### src/rtl/reg_context_engine.sv
// ---------------------------------------------------------------------------
// reg_context_engine
//
// Bulk save/restore of the general purpose register file on kernel entry/exit
// and on interrupts. SAVE walks $1..$(regCount-1) through the register-file
// read port and streams each word out on a valid/ready port. RESTORE takes a
// valid/ready stream and writes each beat back through the register-file
// write port. $0 is never touched. The core is stalled while busy.
//
// Ports
//   clk            clock
//   nReset         asynchronous active-low reset
//   saveReq        start SAVE (sampled only in IDLE, wins over restoreReq)
//   restoreReq     start RESTORE (sampled only in IDLE)
//   abort          synchronous abort of the current operation
//   busy / stall   high whenever the engine is not IDLE
//   done           one-cycle pulse on normal completion
//   rfRAddress     register-file read address
//   rfRData        register-file read data (combinational from rfRAddress)
//   rfWriteEnable  register-file write enable
//   rfWAddress     register-file write address
//   rfWData        register-file write data
//   outValid/outData/outReady   save stream (engine is the source)
//   inValid/inData/inReady      restore stream (engine is the sink)
// ---------------------------------------------------------------------------
module reg_context_engine #(
   parameter int size     = 32,
   parameter int regCount = 32,
   parameter int length   = $clog2(regCount)
) (
   input  logic              clk,
   input  logic              nReset,
   input  logic              saveReq,
   input  logic              restoreReq,
   input  logic              abort,
   output logic              busy,
   output logic              stall,
   output logic              done,
   output logic [length-1:0] rfRAddress,
   input  logic [size-1:0]   rfRData,
   output logic              rfWriteEnable,
   output logic [length-1:0] rfWAddress,
   output logic [size-1:0]   rfWData,
   output logic              outValid,
   output logic [size-1:0]   outData,
   input  logic              outReady,
   input  logic              inValid,
   input  logic [size-1:0]   inData,
   output logic              inReady
);

   typedef enum logic [1:0] {
      IDLE    = 2'd0,
      SAVE    = 2'd1,
      RESTORE = 2'd2,
      DONE    = 2'd3
   } stateT;

   localparam logic [length-1:0] firstIdx = length'(1);
   localparam logic [length-1:0] lastIdx  = length'(regCount - 1);

   stateT             state;
   stateT             nextState;
   logic [length-1:0] idx;
   logic [length-1:0] nextIdx;
   logic              beat;

   // A beat fires when the active stream handshakes: in SAVE the engine
   // always offers data, in RESTORE it always accepts, so only the partner's
   // signal decides.
   assign beat = ((state == SAVE) && outReady) || ((state == RESTORE) && inValid);

   // State and register index. idx restarts at $1 whenever an operation
   // begins, finishes or is abandoned, so it never wraps onto $0.
   always_ff @(posedge clk or negedge nReset) begin
      if (!nReset) begin
         state <= IDLE;
         idx   <= firstIdx;
      end else begin
         state <= nextState;
         idx   <= nextIdx;
      end
   end

   // Next-state logic. The last beat at index regCount-1 moves to DONE.
   // abort overrides everything but does not cancel the outputs of the
   // current cycle, so a beat that handshakes alongside abort still lands.
   always_comb begin
      nextState = state;
      nextIdx   = idx;
      case (state)
         IDLE: begin
            nextIdx = firstIdx;
            if (saveReq) begin
               nextState = SAVE;
            end else if (restoreReq) begin
               nextState = RESTORE;
            end
         end
         SAVE, RESTORE: begin
            if (beat) begin
               if (idx == lastIdx) begin
                  nextState = DONE;
                  nextIdx   = firstIdx;
               end else begin
                  nextIdx = idx + firstIdx;
               end
            end
         end
         DONE: begin
            nextState = IDLE;
            nextIdx   = firstIdx;
         end
         default: begin
            nextState = IDLE;
            nextIdx   = firstIdx;
         end
      endcase
      if (abort && (state != IDLE)) begin
         nextState = IDLE;
         nextIdx   = firstIdx;
      end
   end

   // Outputs are decoded from state alone (plus the stream inputs), so the
   // asynchronous reset forces every output to zero immediately. The write
   // port passes restore data straight through in the handshake cycle.
   always_comb begin
      busy          = (state != IDLE);
      stall         = (state != IDLE);
      done          = 1'b0;
      rfRAddress    = '0;
      rfWriteEnable = 1'b0;
      rfWAddress    = '0;
      rfWData       = '0;
      outValid      = 1'b0;
      outData       = '0;
      inReady       = 1'b0;
      case (state)
         SAVE: begin
            rfRAddress = idx;
            outValid   = 1'b1;
            outData    = rfRData;
         end
         RESTORE: begin
            inReady    = 1'b1;
            rfWAddress = idx;
            if (inValid) begin
               rfWriteEnable = 1'b1;
               rfWData       = inData;
            end
         end
         DONE: begin
            done = 1'b1;
         end
         default: begin
         end
      endcase
   end

endmodule

### config.mk
export PLATFORM = sky130hd
export DESIGN_NAME = reg_context_engine
export DESIGN_NICKNAME = d
export VERILOG_FILES = /design/src/rtl/reg_context_engine.sv
export SDC_FILE = /design/constraint.sdc
export NUM_CORES = 1
export LEC_CHECK = 0
export ABC_CLOCK_PERIOD_IN_PS = 3200
export CORE_MARGIN = 2
export CORE_UTILIZATION = 25
export CTS_CLUSTER_SIZE = 28
export DETAILED_ROUTE_END_ITERATION = 6
export PLACE_DENSITY = 0.86
export REMOVE_ABC_BUFFERS = 1
export SKIP_CTS_REPAIR_TIMING = 1
export SYNTH_ARGS = -nofsm -noshare
export SYNTH_HDL_FRONTEND = slang
export SYNTH_SLANG_ARGS = --single-unit
### constraint.sdc
create_clock -name clk -period 3.2 [get_ports clk]
set_input_delay 0.96 -clock clk [delete_from_list [all_inputs] [get_ports clk]]
set_output_delay 0.96 -clock clk [all_outputs]
set_load 0.01 [all_outputs]
==> results.sh, run 1 <==
export IMPL_synth_avg_cell_area_um2=7.517
export IMPL_antenna_found_initial=0
export IMPL_ant_nets=0
export IMPL_max_slew_margin_rel_pct=67.43
export IMPL_drt_pass1_iter_count=4
export IMPL_clk_pin_slew_ns=0.04
export IMPL_numPortBuffers=150
export IMPL_syn_inst=134
export IMPL_area_growth_pct=161.9
export IMPL_ir_drop_v=0.0003856
export IMPL_ys_top_cells_by_area="and2_1, and3_1, dfrtp_1"
export IMPL_syn_area_um2=1007
export IMPL_routed_wl_um=4452
export IMPL_yosys_cell_types_count=25
export IMPL_num_vias=1455
export IMPL_yosysTopAreaCell="and2_1"
export IMPL_grt_setup_unrepaired="false"
export IMPL_finalCriticalPeriod_ns=3.076
export IMPL_critPathRequiredTime_ns=2.24
export IMPL_ios=151
export IMPL_cts_root_buf="clkbuf_8"
export IMPL_cts_buffer_depth=2
export IMPL_setup_ws_ns=0.1241
export IMPL_fin_nets=360
export IMPL_cts_sinks=7
export IMPL_die_h_um=67.48
export IMPL_finalHoldViolCount=0
export IMPL_status="complete, no violations"
export IMPL_grt_first_pass_wirelength_um=5947
export IMPL_dp_slack_ns=-0.1303
export IMPL_cap_violations=0
export IMPL_ys_async_sr_fraction_pct=100.0
export IMPL_period_share_pct=96.12
export IMPL_drc=0
export IMPL_dp_hpwl_um=3581
export IMPL_end_kind="output pin"
export IMPL_synth_edf_count=0
export IMPL_p_leak_nw=1.248
export IMPL_holdCritPathClass="reg2reg"
export IMPL_groute_usage_overall_pct=17.15
export IMPL_ys_warn_count=0
export IMPL_finalSetupViolations=0
export IMPL_fmax_mhz=325.1
export IMPL_synth_most_common_cell="and2_1"
export IMPL_cts_htree_levels=1
export IMPL_drt_iter0_drc=36
export IMPL_worst_slew_pin_slew_ns=0.4853
export IMPL_drive_gt1_share_pct=4.982
export IMPL_crit_type="in2out"
export IMPL_fin_tns_setup_ns=0
export IMPL_crit_path_start_kind="input port"
export IMPL_via_per_inst=4.396
export IMPL_drt_wirelength_per_cell_um=13.45
export IMPL_core_area_um2=3943
export IMPL_cts_buffers_inserted=3
export IMPL_die_w_um=67.48
export IMPL_initial_core_util_pct=25.55
export IMPL_grt_pass1_vias=1210
export IMPL_antenna_cells=0
export IMPL_drv_slew=0
export IMPL_cp_max_fo=1
export IMPL_synth_common_cells="and2_1, and3_1, clkbuf_1"
export IMPL_insertion_delay_ns=0.23
export IMPL_ys_seq_area_share_pct=17.52
export IMPL_skew_ns=0.004777
export IMPL_grt_overflow=0
export IMPL_rows=23
export IMPL_synth_top_area_share_pct=26.71
export IMPL_finalWeightedCongestion=0.7985
export IMPL_cts_tree="built"
export IMPL_synth_main_ff_cell="dfrtp_1"
export IMPL_cellPowerDensity_nw_per_um2=499.5
export IMPL_ys_ff_latch=7
export IMPL_fp_dieArea_um2=4553
export IMPL_grt_start_max_net_pins=40
export IMPL_worst_ep_arrival_time_ns=2.12
[final cells by class]
class / instances / area, um^2
clock buffer: 4 / 45.04
fill: 329 / 1305
inverter: 4 / 15.01
multi-input combinational: 111 / 759.5
sequential: 7 / 176.4
tap: 50 / 62.56
timing repair buffer: 155 / 1579
[placed cells by master (no fill, tap or decap), types with 2 or more instances in the layout]
master             n
mux2i_1            4
o21ai_0            3
a21oi_1            2
dfrtp_1            6
clkbuf_8           3
ha_1               7
buf_4              3
inv_1              4
and3_1            33
nor2_1             7
nand2_1            2
dlymetal6s2s_1     4
clkdlybuf4s50_1  146
and2_1            43
[stage by stage]
step,area (um^2),instances,power (mW),util [%],hold WS [ns]
CTS,2603,330,1.330,66.01,0.5916
floorplan,950.9,122,0.6226,-,0.5254
global placement,2557,326,1.187,64.87,0.5745
finish,2638,331,1.318,66.90,0.5889
global route,2638,331,1.414,66.90,0.6210
detailed placement,2557,326,1.203,64.87,0.5832
[registers in the layout, indices dropped and copies added, names as in the netlist]
name / cells
idx: 5
state: 2
[kinds of logic after synthesis]
family | synth area share, %
AND/OR/NAND/NOR | 53.29
adder cells (fa/ha/maj) | 8.695
multiplexers | 5.466
AO/OA/AOI/OAI | 7.950
flip-flops | 17.52
buffers and inverters | 7.081
[worst max-delay path: stages]
cell             delay, ns
clkdlybuf4s50_1       0.47
and3_1                0.15
clkdlybuf4s50_1       0.53
[where the power goes]
| group | internal (mW) | switching [mW] |
|---|---|---|
| sequential | 0.118 | 0.0297 |
| combinational | 0.602 | 0.445 |
| clock | 0.0860 | 0.0364 |
[routing by layer]
| layer | vias up | track usage [%] | wire (um) |
|---|---|---|---|
| li1 | 740 | - | - |
| met1 | 646 | 18.04 | 1653 |
| met2 | 61 | 33.09 | 2349 |
| met3 | 8 | 3.667 | 370 |
| met4 | 0 | 5.867 | 79 |
| met5 | - | 0 | 0 |
[worst paths after layout]
check                                       endpoint  cells after the start            startpoint  slack, ns
worst min-delay path            state[1]$_DFFE_PN0P_                      1  state[1]$_DFFE_PN0P_       0.59
worst max-delay path                      rfWData[5]                      3             inData[5]       0.12
min in group asynchronous         idx[3]$_DFFE_PN0P_                      1                nReset       0.98
worst min register to register  state[1]$_DFFE_PN0P_                      1  state[1]$_DFFE_PN0P_       0.59
worst max register to register  state[1]$_DFFE_PN0P_                      7  state[0]$_DFFE_PN0P_       1.25
max in group asynchronous         idx[0]$_DFFE_PN1P_                      1                nReset       1.93
Power figures use the tool's default switching activity.
==> inputs of run 2 (changes only) <==
--- a/config.mk
+++ b/config.mk
@@ -6,11 +6,12 @@
 export NUM_CORES = 1
 export LEC_CHECK = 0
 export ABC_CLOCK_PERIOD_IN_PS = 3200
-export CORE_MARGIN = 2
-export CORE_UTILIZATION = 25
+export CORE_AREA = 2 2 58 60
 export CTS_CLUSTER_SIZE = 28
 export DETAILED_ROUTE_END_ITERATION = 6
-export PLACE_DENSITY = 0.86
+export DIE_AREA = 0 0 60 62
+export DONT_BUFFER_PORTS = 1
+export PLACE_DENSITY = 0.46
 export REMOVE_ABC_BUFFERS = 1
 export SKIP_CTS_REPAIR_TIMING = 1
 export SYNTH_ARGS = -nofsm -noshare
==> constraint.sdc (replaced) <==
create_clock -name clk -period 3.2 [get_ports clk]
set_input_delay 0.96 -clock clk [delete_from_list [all_inputs] [get_ports clk]]
set_output_delay 0.96 -clock clk [all_outputs]
set_load 0.02 [all_outputs]
==> results.sh, run 2 (synthesis results as in run 1) <==
export IMPL_status="complete, no violations"
export IMPL_finalSetupViolations=0
export IMPL_cts_htree_levels=1
export IMPL_drt_wirelength_per_cell_um=16.92
export IMPL_crit_path_start_kind="flop"
export IMPL_drive_gt1_share_pct=8.594
export IMPL_grt_pass1_vias=697
export IMPL_fin_area_um2=1050
export IMPL_whs_ns=0.3905
export IMPL_skew_ns=0.001953
export IMPL_p_leak_nw=0.5987
export IMPL_end_kind="output pin"
export IMPL_drt_iter0_drc=26
export IMPL_initial_core_util_pct=31.68
export IMPL_critPathRequiredTime_ns=2.24
export IMPL_cp_max_fo=40
export IMPL_cts_buffer_depth=2
export IMPL_cts_tree="built"
export IMPL_cellPowerDensity_nw_per_um2=911.1
export IMPL_die_w_um=60
export IMPL_fp_dieArea_um2=3720
export IMPL_ant_nets=0
export IMPL_area_growth_pct=4.224
export IMPL_worst_ep_arrival_time_ns=1.63
export IMPL_top_regs="idx x5, state x2"
export IMPL_fill_cells=342
export IMPL_holdCritPathClass="in2async"
export IMPL_grt_setup_unrepaired="false"
export IMPL_crit_type="reg2out"
export IMPL_drc=0
export IMPL_final_common_cell="and2_1"
export IMPL_clk_pin_slew_ns=0.06
export IMPL_grt_overflow=0
export IMPL_finalHoldViolCount=0
export IMPL_worst_slew_pin_slew_ns=0.4588
export IMPL_period_share_pct=81.00
export IMPL_stdcell_count=174
export IMPL_cts_sinks=7
export IMPL_core_area_um2=3179
export IMPL_grt_first_pass_wirelength_um=3512
export IMPL_groute_usage_overall_pct=13.21
export IMPL_grt_start_max_net_pins=41
export IMPL_rows=21
export IMPL_place_area_um2=1023
export IMPL_fmax_mhz=385.8
export IMPL_drt_pass1_iter_count=4
export IMPL_insertion_delay_ns=0.26
export IMPL_antenna_found_initial=0
export IMPL_drv_slew=0
export IMPL_antenna_cells=0
export IMPL_die_h_um=62
export IMPL_fin_tns_setup_ns=0
export IMPL_cap_violations=0
export IMPL_cts_buffers_inserted=3
export IMPL_setup_ws_ns=0.6081
export IMPL_cts_root_buf="clkbuf_4"
export IMPL_fin_nets=207
export IMPL_regMostFlops="idx"
export IMPL_finalWeightedCongestion=0.7711
export IMPL_ir_drop_v=0.0003992
export IMPL_ios=151
export IMPL_final_cell_mix="and2_1, and3_1, nor2_1, ha_1, dfrtp_1"
export IMPL_max_slew_margin_rel_pct=69.21
export IMPL_routed_wl_um=2944
export IMPL_largest_register_ffs=5
export IMPL_via_per_inst=5.230
export IMPL_num_vias=910
export IMPL_dp_slack_ns=0.8883
export IMPL_dp_hpwl_um=2369
export IMPL_finalCriticalPeriod_ns=2.592
export IMPL_numPortBuffers=0
export IMPL_dp_cells=170
## run 2: cell types whose count changed in the layout (fill, tap and decap cells not counted)
cell and change:
clkbuf_8 -3, clkbuf_4 +3, dlymetal6s2s_1 -4, buf_12 -1, clkbuf_16 -1, buf_4 -1
clkdlybuf4s50_1 -146
## run 2: layout make-up
cell class	instances	area, um^2	share of cell area (%)
clock buffers	4	26.28	2.503
inverters	4	15.01	1.430
multi-input cells	111	759.5	72.35
flip-flops and latches	7	176.4	16.81
well taps	46	57.56	5.483
repair buffers	2	15.01	1.430
## run 2: critical path, stage by stage, from the launching register on
cell,delay [ns]
dfrtp_1,0.40
inv_1,0.13
ha_1,0.16
buf_4,0.32
and3_1,0.35
## run 2: metal layers
layer / global-route usage [%] / part of all wire (%)
met1: 18.95 / 45
met2: 19.88 / 47
met3: 2.277 / 6.9
met4: 4.762 / 1.0
met5: 0 / 0
## run 2: path summary, 6_finish.rpt
path / from / to / slack (ns) / cells past startpoint
min in group clk: idx[4]$_DFFE_PN0P_ / idx[4]$_DFFE_PN0P_ / 0.59 / 2
max reg2reg: state[0]$_DFFE_PN0P_ / state[1]$_DFFE_PN0P_ / 1.23 / 7
min reg2reg: idx[4]$_DFFE_PN0P_ / idx[4]$_DFFE_PN0P_ / 0.59 / 2
min: nReset / idx[1]$_DFFE_PN0P_ / 0.39 / 0
max in group asynchronous: nReset / idx[0]$_DFFE_PN1P_ / 2.64 / 0
max: state[0]$_DFFE_PN0P_ / rfWData[22] / 0.61 / 4
## run 2: report_power, final
group | leakage (nW) | internal (mW) | switching (mW)
registers | 0.0912 | 0.118 | 0.0309
logic | 0.493 | 0.202 | 0.521
clock network | 0.0150 | 0.0479 | 0.0367
total | 0.599 | 0.368 | 0.589
## run 2: stage by stage
stage	utilization, %	total power, mW
after global routing	33.02	1.043
final	33.02	0.9565
after global placement	32.19	0.8686
after detailed placement	32.19	0.8779
after floorplan	-	0.7758
after CTS	33.02	0.9672
